File: config.mk
export PLATFORM = sky130hd
export DESIGN_NAME = cpu_run_ctrl
export DESIGN_NICKNAME = d
export VERILOG_FILES = /design/src/rtl/cpu_run_ctrl.sv
export SDC_FILE = /design/constraint.sdc
export NUM_CORES = 1
export LEC_CHECK = 0
export CORE_MARGIN = 4
export CORE_UTILIZATION = 53
export CTS_CLUSTER_DIAMETER = 200
export DETAILED_ROUTE_END_ITERATION = 8
export PLACE_DENSITY = 0.89
export SYNTH_ARGS = -nofsm -noshare
export SYNTH_HDL_FRONTEND = slang
export SYNTH_SLANG_ARGS = --single-unit
File: constraint.sdc
create_clock -name CLK -period 6 [get_ports CLK]
set_clock_uncertainty 0.2 [all_clocks]
set_input_delay 1.2 -clock CLK [delete_from_list [all_inputs] [get_ports CLK]]
set_output_delay 1.2 -clock CLK [all_outputs]
set_load 0.05 [all_outputs]
File: src/rtl/cpu_run_ctrl.sv
// Run controller for the 10-bit CPU core: turns a host start pulse into a core reset
// window, then gates execution (free-run / single-step) with watchdog, abort and counters.
module cpu_run_ctrl #(
    parameter int CNT_W      = 16,
    parameter int PC_W       = 8,
    parameter int RST_CYCLES = 2
) (
    input  logic             CLK,
    input  logic             RESET_N,
    input  logic             start,
    input  logic             step_mode,
    input  logic             step,
    input  logic             abort,
    input  logic [CNT_W-1:0] timeout_limit,
    input  logic             core_halt,
    input  logic             core_retire,
    input  logic [PC_W-1:0]  core_pc,
    output logic             core_rst,
    output logic             core_en,
    output logic             busy,
    output logic             done,
    output logic             timed_out,
    output logic             aborted,
    output logic [CNT_W-1:0] cycle_count,
    output logic [CNT_W-1:0] inst_count,
    output logic [PC_W-1:0]  final_pc
);
    localparam int RC_W = (RST_CYCLES > 1) ? $clog2(RST_CYCLES) : 1;
    localparam logic [RC_W-1:0] RC_LAST = RC_W'(RST_CYCLES - 1);

    typedef enum logic [2:0] {S_IDLE, S_RESET, S_RUN, S_PAUSE, S_DONE} state_t;

    state_t            state_q, state_d;
    logic [RC_W-1:0]   rst_cnt_q, rst_cnt_d;
    logic [CNT_W-1:0]  cyc_q, cyc_d, inst_q, inst_d;
    logic [PC_W-1:0]   pc_q, pc_d;
    logic              to_q, to_d, ab_q, ab_d;
    logic              rst_q, en_q, busy_q, done_q;
    logic [CNT_W:0]    cyc_inc;

    // Extra bit so a saturated counter can never alias onto a timeout limit.
    assign cyc_inc = {1'b0, cyc_q} + {{CNT_W{1'b0}}, 1'b1};

    always_comb begin
        state_d   = state_q;
        rst_cnt_d = rst_cnt_q;
        cyc_d     = cyc_q;
        inst_d    = inst_q;
        pc_d      = pc_q;
        to_d      = to_q;
        ab_d      = ab_q;
        case (state_q)
            S_IDLE, S_DONE: begin
                if (start) begin
                    state_d   = S_RESET;
                    rst_cnt_d = '0;
                    cyc_d     = '0;
                    inst_d    = '0;
                    pc_d      = '0;
                    to_d      = 1'b0;
                    ab_d      = 1'b0;
                end
            end
            S_RESET: begin
                if (rst_cnt_q == RC_LAST) state_d = step_mode ? S_PAUSE : S_RUN;
                else                      rst_cnt_d = rst_cnt_q + RC_W'(1);
            end
            S_RUN: begin
                if (~&cyc_q)                 cyc_d  = cyc_q + CNT_W'(1);
                if (core_retire && ~&inst_q) inst_d = inst_q + CNT_W'(1);
                if (core_halt) begin
                    state_d = S_DONE;
                    pc_d    = core_pc;
                end else if (abort) begin
                    state_d = S_DONE;
                    ab_d    = 1'b1;
                end else if (timeout_limit != '0 && cyc_inc == {1'b0, timeout_limit}) begin
                    state_d = S_DONE;
                    to_d    = 1'b1;
                end else if (step_mode) begin
                    state_d = S_PAUSE;
                end
            end
            S_PAUSE: begin
                if (abort) begin
                    state_d = S_DONE;
                    ab_d    = 1'b1;
                end else if (!step_mode || step) begin
                    state_d = S_RUN;
                end
            end
            default: state_d = S_IDLE;
        endcase
    end

    // Status outputs are decoded from the next state so they are registered alongside it.
    always_ff @(posedge CLK or negedge RESET_N) begin
        if (!RESET_N) begin
            state_q   <= S_IDLE;
            rst_cnt_q <= '0;
            cyc_q     <= '0;
            inst_q    <= '0;
            pc_q      <= '0;
            to_q      <= 1'b0;
            ab_q      <= 1'b0;
            rst_q     <= 1'b0;
            en_q      <= 1'b0;
            busy_q    <= 1'b0;
            done_q    <= 1'b0;
        end else begin
            state_q   <= state_d;
            rst_cnt_q <= rst_cnt_d;
            cyc_q     <= cyc_d;
            inst_q    <= inst_d;
            pc_q      <= pc_d;
            to_q      <= to_d;
            ab_q      <= ab_d;
            rst_q     <= (state_d == S_RESET);
            en_q      <= (state_d == S_RUN);
            busy_q    <= (state_d == S_RESET) || (state_d == S_RUN) || (state_d == S_PAUSE);
            done_q    <= (state_d == S_DONE);
        end
    end

    assign core_rst    = rst_q;
    assign core_en     = en_q;
    assign busy        = busy_q;
    assign done        = done_q;
    assign timed_out   = to_q;
    assign aborted     = ab_q;
    assign cycle_count = cyc_q;
    assign inst_count  = inst_q;
    assign final_pc    = pc_q;
endmodule

## Yosys cells after proc, flatten, opt, wreduce, memory -nomap -nowiden

Index checks and enable logic that the tools add are counted.

- Bits in registers: 50
- Bits of input ports: 32
- Output and inout bits: 46
- Word-level logic and storage cells: 80

- Add/sub/neg operators: 4
- Equal/unequal tests: 16
- Muxes and demuxes: 28
- Reduce and logical (&&, ||, !) cells: 21

Operator list:

| cell | count |
|---|---|
| 16-bit case mux with 2 select lines | 2 |
| 16-bit two-way mux | 3 |
| 16-bit by 1-bit adder with 16-bit output (second input constant) | 2 |
| 16-bit AND reduction | 2 |
| 3-bit two-way mux | 8 |
| 16-bit by 1-bit adder with 17-bit output (second input constant) | 1 |
| 17-bit by 16-bit equality test with 1-bit output | 1 |
| 8-bit two-way mux | 2 |
| 8-bit case mux with 2 select lines | 1 |
| 16-bit nonzero test | 1 |
| 2-bit inequality test (second input constant) | 7 |
| 3-bit by 2-bit equality test with 1-bit output (second input constant) | 4 |
| 3-bit case mux with 4 select lines | 1 |
| 3-bit AND reduction | 4 |
| 1-bit two-way mux | 8 |
| 3-bit by 1-bit equality test with 1-bit output (second input constant) | 2 |
| 3-bit equality test (second input constant) | 2 |
| 5-bit AND reduction | 1 |
| 1-bit case mux with 2 select lines | 2 |
| 2-bit nonzero test | 2 |
| 3-bit zero test | 1 |
| 1-bit logical OR | 3 |
| 1-bit case mux with 3 select lines | 1 |
| 3-bit nonzero test | 1 |
| 5 further kinds | 7 |

## Longest topological paths before layout

Gate-level depths: netlist (run 1).

- Depth in word-level cells: 10
- Gate-level depth with buffers: 9

## Least setup slack after synthesis (run 1)

Ideal clock, no wire load.

- Kind: input -> register
- From: in timeout_limit[2]
- To: reg en_q, in the netlist core_en
- Setup time: 0.142 ns
- Data arrival time: 3.113 ns
- Path slack: 2.545 ns
- Stages on the path: 7
- Buffers on the path: 0
- Cell sequence: nand2b_1 > o211a_1 > o32a_1 > or4_1 > or4_4 > o21ai_2 > a221oi_1

- Longest elaborated chain between the ends: 7
- Elaborated cells on any way between the ends: 8

RTL lines:

| element | RTL line | RTL |
|---|---|---|
| start: declaration | 14 | `input logic [CNT_W-1:0] timeout_limit,` |
| 17-bit by 16-bit equality test with 1-bit output / 16-bit nonzero test (equally long branches) | 77 | `end else if (timeout_limit != '0 && cyc_inc == {1'b0, timeout_limit}) begin` |
| 1-bit logical AND (*) | 77 |  |
| 3-bit two-way mux (*) | 77 |  |
| 3-bit two-way mux (*) | 74 | `end else if (abort) begin` |
| 3-bit two-way mux (*) | 71 | `if (core_halt) begin` |
| 3-bit case mux with 4 select lines (*) | 52 | `case (state_q)` |
| 3-bit by 2-bit equality test with 1-bit output (*) | 119 | `en_q <= (state_d == S_RUN);` |
| end signal: assignment | 119 |  |
| end: declaration | 38 | `logic rst_q, en_q, busy_q, done_q;` |

Every way passes the cells marked *; elsewhere a longest branch is shown, timed or not.
A chain may end at the register's enable or synchronous reset.

## Final worst setup path (run 1)

Ends and elaborated chain as after synthesis.

==> results of run 1 <==
placed cells by master, fill, tap and decap left out, types with 2 or more instances in the layout:
master and n:
o21ai_0 34, nand2b_1 5, a221oi_1 2, xnor2_1 17, or4_1 2, and4_1 2
nor3_1 10, dfrtp_1 50, or4_4 2, nand4_1 10, and2_1 3, nand3_1 20
inv_1 13, a221o_1 2, o31ai_1 7, ha_1 2, or3_1 8, nand2_1 46
o211ai_1 2, clkbuf_8 6, clkdlybuf4s50_1 76, xor2_1 12, a31oi_1 2, nor4_1 6
nand3b_1 2, nor2_1 29, a211o_1 2, o41ai_1 2, nor2b_1 5, and3_1 4
a211oi_1 2, nand3_2 2, a21oi_1 12
layer usage:
| layer | track usage | vias to the layer above | wire length (um) |
|---|---|---|---|
| met2 | 0.368 | 106 | 3810 |
| met5 | 0 | - | 0 |
| met1 | 0.311 | 1386 | 3550 |
| li1 | - | 1401 | - |
| met3 | 0.0556 | 8 | 512 |
| met4 | 0.0684 | 0 | 101 |
sequential cells by signal, indices dropped and copies added, names as in the netlist:
name / cells
aborted: 1
busy: 1
core_en: 1
core_rst: 1
cycle_count: 16
done: 1
final_pc: 8
inst_count: 16
rst_cnt_q: 1
state_q: 3
timed_out: 1
cell families after synthesis:
kind of cell,synth area share
buffers and inverters,0.0437
and+or+nand+nor,0.270
AOI/OAI and AO/OA,0.174
adders and majority gates,0.00831
muxes,0.00333
DFF,0.416
xor gates and xnor gates,0.0844
area by class of cell:
| class | instances | area [sq um] |
|---|---|---|
| Multi-Input combinational cell | 273 | 1630 |
| Fill cell | 438 | 1620 |
| Sequential cell | 50 | 1250 |
| Timing Repair Buffer | 78 | 773 |
| Tap cell | 72 | 90.1 |
| Clock buffer | 6 | 82.6 |
| Inverter | 13 | 48.8 |
| Clock inverter | 2 | 16.3 |
path summary, 6_finish.rpt:
check                                  from         endpoint  slack, ns  cells after the start
setup / recovery           timeout_limit[2]          core_en       2.23                      8
hold / removal                      aborted          aborted       0.31                      2
setup reg to reg             cycle_count[0]          core_en       2.90                      8
hold reg to reg                     aborted          aborted       0.31                      2
max in group asynchronous           RESET_N  cycle_count[11]       4.03                      1
min in group asynchronous           RESET_N   cycle_count[0]       0.89                      1
power by group:
group	internal (uW)	total, uW	switching [uW]
clock	95.2	216	121
combinational	175	535	361
sequential	395	444	49.5
worst min-delay path, cell delays in order (launching register included):
cell     delay (ns)
dfrtp_1        0.36
a31oi_1        0.04
nor2_1         0.07
through the flow:
stage                      util  cell area (sq um)
after floorplan               -               3010
after global placement    0.688               3790
after detailed placement  0.688               3790
after CTS                 0.706               3890
after global routing      0.706               3890
final                     0.706               3890
==> results.py, run 1 <==
metrics = {
    "logic_synthesis": {
        "async_flop_share": 1.00,
        "synth-edff-count": 0,
        "synth_area_per_cell_sq_um": 8.52,
        "syn-num-nets": 387,
        "synth_common_cells": "dfrtp_1 (50), nand2_1 (46), o21ai_0 (34)",
        "syn_inst": 353,
        "ys_seq_area_frac": 0.416,
        "syn-cell-area_sq_um": 3010,
        "synth_top_area_frac": 0.416,
        "synth_seq_cells": 50,
        "synth_area_leaders": "dfrtp_1 (42%), nand2_1 (5.7%), o21ai_0 (5.7%)",
        "yosysMostFrequentCell": "dfrtp_1",
        "ys.flop_type": "dfrtp_1",
        "yosys.area.top_type": "dfrtp_1",
        "yosysWarnings": 0,
        "synth_cell_types": 55,
    },
    "detailed_routing": {
        "post_drt_wl_per_cell_um": 16.1,
        "drtIter0Drc": 265,
        "drtAntennaViolNets": 0,
        "dr.pass1.iters": 6,
        "viasPerCell": 5.87,
        "drt_drc_violations_left": 0,
        "via_count": 2901,
        "drt_wl_total_mm": 7.97,
    },
    "sta": {
        "maxSlewViolCount": 0,
        "max_freq_mhz": 265,
        "holdWs_ns": 0.314,
        "rsz0062_at_grt": "no",
        "tns_ns": 0,
        "fin_crit_ns": 3.77,
        "hold_viol": 0,
        "fin_ws_ns": 2.23,
        "fin_crit_sh": 0.629,
        "relSlewSlack": 0.262,
        "setup_viol": 0,
        "worstMarginPinSlew_ns": 1.11,
    },
    "critical_path": {
        "criticalPathCategory": "in2reg",
        "cp.arrival_ns": 3.76,
        "critPathCaptureType": "register",
        "max_stage_delay_ns": 0.57,
        "crit_chain": "clkdlybuf4s50_1 > nand2b_1 > o211a_1 > o32a_1 > or4_1 > or4_4 > o21ai_2 > a221oi_1",
        "cp_slowest_cell": "or4_4",
        "start_kind": "primary input",
        "cp_max_fo": 4,
        "crit_family": "simple AND/OR/NAND/NOR gates",
        "path_buf_inv": 1,
        "worstPathRequired_ns": 5.98,
    },
    "floorplanning": {
        "chipWidth_um": 83.4,
        "core-area_sq_um": 5510,
        "ios": 78,
        "initial_core_util": 0.546,
        "num_rows": 27,
        "die-area_sq_um": 6950,
        "dieHeight_um": 83.4,
    },
    "clock_tree": {
        "cts-root-buf": "clkbuf_8",
        "cts_buffers": 5,
        "clk_pin_slew_ns": 0.10,
        "cts_buffer_depth": 2,
        "cts-htree-levels": 2,
        "hold_buffers": 0,
        "post_cts_resized": 0,
        "cts_setup_buffers": 0,
        "clock_latency_ns": 0.31,
        "cts_tree": "done",
        "clkSinkCount": 50,
    },
    "cells_and_area": {
        "drive_gt1_frac": 0.0450,
        "area_growth_pct": 29.2,
        "layout.nets": 455,
        "final_cells": 494,
        "insertedDiodeCount": 0,
    },
    "global_route": {
        "grt_max_degree": 51,
        "grt_pass1_vias": 2784,
        "grt_pass1_wl_mm": 13.3,
        "grt_antenna_before_repair": 0,
        "overflow": 0,
        "grtUsageTotal": 0.231,
    },
    "outcome": {
        "status": "finished clean",
    },
    "placed_design": {
        "place_inst": 486,
        "place_ws_ns": 1.92,
        "io_buffers": 77,
        "gp_congestion": 0.952,
        "hpwl_mm": 5.86,
    },
    "power_and_ir_drop": {
        "finalPower_uw": 1200,
        "peakVddDrop_uv": 261,
        "p_per_area_nw_per_um2": 307,
        "p_leak_uw": 0.00150,
    },
    "worst_hold_path": {
        "hold_class": "reg2reg",
    },
    "run": {
        "maxCapViolations": 0,
    },
}
(Power assumes the default switching activity.)
==> inputs of run 2 (changes only) <==
--- a/config.mk
+++ b/config.mk
@@ -6,10 +6,10 @@
 export NUM_CORES = 1
 export LEC_CHECK = 0
 export CORE_MARGIN = 4
-export CORE_UTILIZATION = 53
+export CORE_UTILIZATION = 49
 export CTS_CLUSTER_DIAMETER = 200
 export DETAILED_ROUTE_END_ITERATION = 8
-export PLACE_DENSITY = 0.89
+export PLACE_DENSITY = 0.83
 export SYNTH_ARGS = -nofsm -noshare
 export SYNTH_HDL_FRONTEND = slang
 export SYNTH_SLANG_ARGS = --single-unit
==> constraint.sdc (replaced) <==
create_clock -name CLK -period 3.7 [get_ports CLK]
set_clock_uncertainty 0.2 [all_clocks]
set_input_delay 0.74 -clock CLK [delete_from_list [all_inputs] [get_ports CLK]]
set_output_delay 0.74 -clock CLK [all_outputs]
set_load 0.05 [all_outputs]
==> run 2 against run 1 <==
Non-clock buffer count rose by 4. Core utilization shrank 4.4 points. Routed wire length increased by 7.3%. Flip-flop and latch count stayed put.
==> results.py, run 2 (synthesis gave the netlist of run 1 again) <==
metrics = {
    "cells_and_area": {
        "final_common_cell": "clkdlybuf4s50_1",
        "mostFrequentLayoutCells": "clkdlybuf4s50_1 (76), dfrtp_1 (50), nand2_1 (46)",
        "layout.nets": 459,
        "area_growth_pct": 31.1,
        "insertedDiodeCount": 0,
        "final_cells": 501,
        "drive_gt1_frac": 0.0540,
    },
    "detailed_routing": {
        "drtIter0Drc": 188,
        "drt_wl_total_mm": 8.56,
        "viasPerCell": 5.93,
        "dr.pass1.iters": 5,
        "via_count": 2969,
        "drtAntennaViolNets": 0,
        "drt_drc_violations_left": 0,
        "post_drt_wl_per_cell_um": 17.1,
    },
    "critical_path": {
        "crit_chain": "clkdlybuf4s50_1 > nand2b_1 > o211a_1 > o32a_1 > or4_1 > or4_4 > o21ai_2 > a221oi_1",
        "max_stage_delay_ns": 0.57,
        "start_kind": "primary input",
        "criticalPathCategory": "in2reg",
        "worstPathRequired_ns": 3.67,
        "cp.arrival_ns": 3.30,
        "critPathCaptureType": "register",
        "cp_max_fo": 4,
        "cp_slowest_cell": "or4_4",
    },
    "clock_tree": {
        "cts_buffers": 5,
        "cts-htree-levels": 2,
        "post_cts_resized": 0,
        "clkSinkCount": 50,
        "clk_pin_slew_ns": 0.10,
        "clock_latency_ns": 0.30,
        "cts_tree": "done",
        "hold_buffers": 0,
        "cts_buffer_depth": 2,
        "cts-root-buf": "clkbuf_8",
        "cts_setup_buffers": 0,
    },
    "power_and_ir_drop": {
        "switching_power_uw": 873,
        "finalPower_uw": 2030,
        "swShare": 0.430,
        "pwr-share-comb": 0.442,
        "pwr-share-seq": 0.355,
        "p_leak_uw": 0.00153,
        "p_per_area_nw_per_um2": 515,
        "peakVddDrop_uv": 420,
        "power.internal_uw": 1160,
        "clkPwrFrac": 0.203,
    },
    "floorplanning": {
        "core-area_sq_um": 5960,
        "die-area_sq_um": 7460,
        "num_rows": 28,
        "initial_core_util": 0.505,
        "dieHeight_um": 86.4,
        "chipWidth_um": 86.4,
        "ios": 78,
    },
    "sta": {
        "hold_viol": 0,
        "relSlewSlack": 0.341,
        "worstMarginPinSlew_ns": 0.973,
        "tns_ns": 0,
        "setup_viol": 0,
        "maxSlewViolCount": 0,
        "rsz0062_at_grt": "no",
        "max_freq_mhz": 299,
        "holdWs_ns": 0.317,
        "fin_crit_sh": 0.902,
        "fin_crit_ns": 3.34,
    },
    "placed_design": {
        "gp_congestion": 0.987,
        "hpwl_mm": 6.32,
        "io_buffers": 77,
        "place_inst": 493,
    },
    "global_route": {
        "grt_pass1_wl_mm": 14.1,
        "grtUsageTotal": 0.238,
        "overflow": 0,
        "grt_antenna_before_repair": 0,
        "grt_pass1_vias": 2891,
        "grt_max_degree": 37,
    },
    "worst_hold_path": {
        "hold_class": "in2async",
    },
    "outcome": {
        "status": "finished clean",
    },
    "run": {
        "maxCapViolations": 0,
    },
}
-- run 2: changes by cell type in the layout (fill, tap and decap cells not counted), sizes merged --
cell / before / now
buf: 2 / 6
bufinv: 0 / 1
clkinvlp: 1 / 0
-- run 2: per-layer routing --
layer / share of wire / routed length (um) / track usage
met4: 0.016 / 140 / 0.0722
met2: 0.48 / 4140 / 0.390
met1: 0.43 / 3720 / 0.320
met5: 0 / 0 / 0
met3: 0.065 / 557 / 0.0447
-- run 2: path summary, 6_finish.rpt --
kind | slack, ns | from | depth (start not counted) | to
min in group CLK | 0.32 | aborted | 2 | aborted
max in group asynchronous | 2.26 | RESET_N | 2 | cycle_count[14]
max | 0.36 | timeout_limit[2] | 8 | core_en
min | 0.32 | RESET_N | 1 | cycle_count[4]
max reg2reg | 0.58 | cycle_count[0] | 8 | core_en
min reg2reg | 0.32 | aborted | 2 | aborted
-- run 2: final cells by class --
| class | instances | area [sq um] |
|---|---|---|
| Fill cell | 513 | 2010 |
| Multi-Input combinational cell | 273 | 1630 |
| Sequential cell | 50 | 1250 |
| Timing Repair Buffer | 82 | 803 |
| Tap cell | 75 | 93.8 |
| Clock buffer | 6 | 82.6 |
| Inverter | 13 | 48.8 |
| Clock inverter | 2 | 38.8 |
-- run 2: stage by stage --
step                area (sq um)  setup slack (ns)  utilization
floorplan                   3010             0.480            -
global placement            3820             0.118        0.642
detailed placement          3820            0.0989        0.642
CTS                         3950             0.388        0.662
global route                3950             0.266        0.662
finish                      3950             0.361        0.662
-- run 2: worst max-delay path, delay by kind of cell --
family	cells	cell delay, ns
buffers and inverters	1	0.45
AOI/OAI and AO/OA	4	0.82
and+or+nand+nor	3	1.29
-- run 2: power groups by stage --
stage	combinational, uW	clock, uW	sequential, uW
final	899	412	721
after global routing	970	448	737
after detailed placement	890	0	728
after global placement	873	0	724
after floorplan	342	0	961
after CTS	895	419	720
==> inputs of run 3 (changes only) <==
--- a/config.mk
+++ b/config.mk
@@ -6,10 +6,10 @@
 export NUM_CORES = 1
 export LEC_CHECK = 0
 export CORE_MARGIN = 4
-export CORE_UTILIZATION = 49
+export CORE_UTILIZATION = 50
 export CTS_CLUSTER_DIAMETER = 200
 export DETAILED_ROUTE_END_ITERATION = 8
-export PLACE_DENSITY = 0.83
+export PLACE_DENSITY = 0.85
 export SYNTH_ARGS = -nofsm -noshare
 export SYNTH_HDL_FRONTEND = slang
 export SYNTH_SLANG_ARGS = --single-unit
==> constraint.sdc (replaced) <==
create_clock -name CLK -period 3.9 [get_ports CLK]
set_clock_uncertainty 0.2 [all_clocks]
set_input_delay 0.78 -clock CLK [delete_from_list [all_inputs] [get_ports CLK]]
set_output_delay 0.78 -clock CLK [all_outputs]
set_load 0.05 [all_outputs]
==> run 3 against run 2 <==
Critical path depth unchanged. Global-route usage grew 0.78 points. Sequential share of layout area is 0.22 points higher. Total power fell by 7.9%. Clock power fell by 18%. Non-clock buffer count did not move. Final area decreased by 0.70%. Cell count decreased by 0.60%. Register-to-register slack gained 0.12 ns. Critical path type unchanged. Largest cell class unchanged.
==> results.py, run 3 (synthesis gave the netlist of run 1 again) <==
metrics = {
    "outcome": {
        "status": "finished clean",
    },
    "sta": {
        "rsz0062_at_grt": "no",
        "max_freq_mhz": 299,
        "relSlewSlack": 0.286,
        "tns_ns": 0,
        "fin_crit_sh": 0.857,
        "hold_viol": 0,
        "worstMarginPinSlew_ns": 1.05,
        "setup_viol": 0,
        "fin_crit_ns": 3.34,
        "maxSlewViolCount": 0,
    },
    "clock_tree": {
        "cts-root-buf": "clkbuf_8",
        "hold_buffers": 0,
        "cts_buffer_depth": 2,
        "post_cts_resized": 0,
        "clk_pin_slew_ns": 0.11,
        "cts_tree": "done",
        "cts_setup_buffers": 0,
        "cts_buffers": 5,
        "clock_latency_ns": 0.32,
        "cts-htree-levels": 2,
        "clkSinkCount": 50,
    },
    "placed_design": {
        "hpwl_mm": 6.45,
        "placed_area_sq_um": 3820,
        "gp_congestion": 0.996,
        "io_buffers": 77,
    },
    "power_and_ir_drop": {
        "p_leak_uw": 0.00152,
        "peakVddDrop_uv": 344,
        "p_per_area_nw_per_um2": 478,
    },
    "floorplanning": {
        "num_rows": 27,
        "dieHeight_um": 85.6,
        "core-area_sq_um": 5680,
        "chipWidth_um": 85.6,
        "die-area_sq_um": 7320,
        "initial_core_util": 0.530,
        "ios": 78,
    },
    "detailed_routing": {
        "drt_drc_violations_left": 0,
        "drtAntennaViolNets": 0,
        "drt_wl_total_mm": 8.65,
        "via_count": 2955,
        "drtIter0Drc": 260,
        "dr.pass1.iters": 5,
        "post_drt_wl_per_cell_um": 17.4,
        "viasPerCell": 5.93,
    },
    "critical_path": {
        "crit_chain": "clkdlybuf4s50_1 > nand2b_1 > o211a_1 > o32a_1 > or4_1 > or4_4 > o21ai_2 > a221oi_1",
        "path_buf_inv": 1,
        "worstPathRequired_ns": 3.90,
        "crit_family": "simple AND/OR/NAND/NOR gates",
        "max_stage_delay_ns": 0.58,
        "criticalPathCategory": "in2reg",
        "cp_slowest_cell": "or4_4",
        "critPathCaptureType": "register",
        "start_kind": "primary input",
        "cp.arrival_ns": 3.34,
        "cp_max_fo": 4,
    },
    "global_route": {
        "grt_pass1_wl_mm": 14.4,
        "use_met1": 0.324,
        "grt_pass1_vias": 2877,
        "grt_antenna_before_repair": 0,
        "grt_max_degree": 36,
        "grtUsageMet2": 0.407,
        "met3_usage": 0.0509,
        "grt-busiest-layer": "met2",
        "grtUsageTotal": 0.246,
        "overflow": 0,
    },
    "cells_and_area": {
        "mostFrequentLayoutCells": "clkdlybuf4s50_1 (76), dfrtp_1 (50), nand2_1 (46)",
        "utilization": 0.690,
        "insertedDiodeCount": 0,
        "drive_gt1_frac": 0.0540,
        "area_growth_pct": 30.2,
        "final_common_cell": "clkdlybuf4s50_1",
        "postLayoutCellArea_sq_um": 3920,
        "layout.nets": 459,
    },
    "worst_hold_path": {
        "hold_class": "in2async",
    },
    "run": {
        "maxCapViolations": 0,
    },
}
==> run 3: cell count changes in the layout (fill, tap and decap cells not counted) <==
cell       delta
inv_8         +1
bufinv_16     -1
inv_6         -1
clkinv_4      +2
clkbuf_8      -1
==> run 3: final cells by class <==
cell class                 instances  area, sq um
inverter                          13         48.8
multi-input combinational        273         1630
sequential                        50         1250
clock buffer                       5         68.8
tap                               72         90.1
timing repair buffer              82          803
clock inverter                     3         28.8
fill                             469         1760
==> run 3: power by group <==
| part | total [uW] | internal [uW] | switching (uW) |
|---|---|---|---|
| combinational | 850 | 284 | 566 |
| sequential | 684 | 607 | 76.6 |
| clock | 338 | 133 | 205 |
| total | 1870 | 1020 | 847 |
==> run 3: through the flow <==
| stage | setup slack (ns) | hold WS [ns] | cells | power [uW] |
|---|---|---|---|---|
| after floorplan | 0.680 | 0.284 | 353 | 1240 |
| after global placement | 0.274 | 0.275 | 490 | 1520 |
| after detailed placement | 0.232 | 0.312 | 490 | 1540 |
| after CTS | 0.572 | 0.337 | 498 | 1880 |
| after global routing | 0.443 | 0.353 | 498 | 1990 |
| final | 0.559 | 0.330 | 498 | 1870 |
==> run 3: final timing paths <==
path | start | slack, ns | end | depth (start not counted)
min in group CLK | timed_out | 0.33 | timed_out | 1
min | RESET_N | 0.33 | cycle_count[6] | 1
max | timeout_limit[2] | 0.56 | core_en | 8
min reg2reg | timed_out | 0.33 | timed_out | 1
max in group asynchronous | RESET_N | 2.45 | inst_count[11] | 2
max reg2reg | cycle_count[0] | 0.70 | cycle_count[4] | 8
==> run 3: metal layers <==
metal | up-vias | wire length (um)
li1 | 1404 | -
met1 | 1425 | 3710
met2 | 115 | 4230
met3 | 11 | 600
met4 | 0 | 119
met5 | - | 0
==> run 3: worst reg2reg max path, delay by kind of cell (launching register included) <==
family	cells	cell delay (ns)
fa+ha+maj	1	0.29
simple gates	4	1.31
compound gates	3	0.83
flops	1	0.47
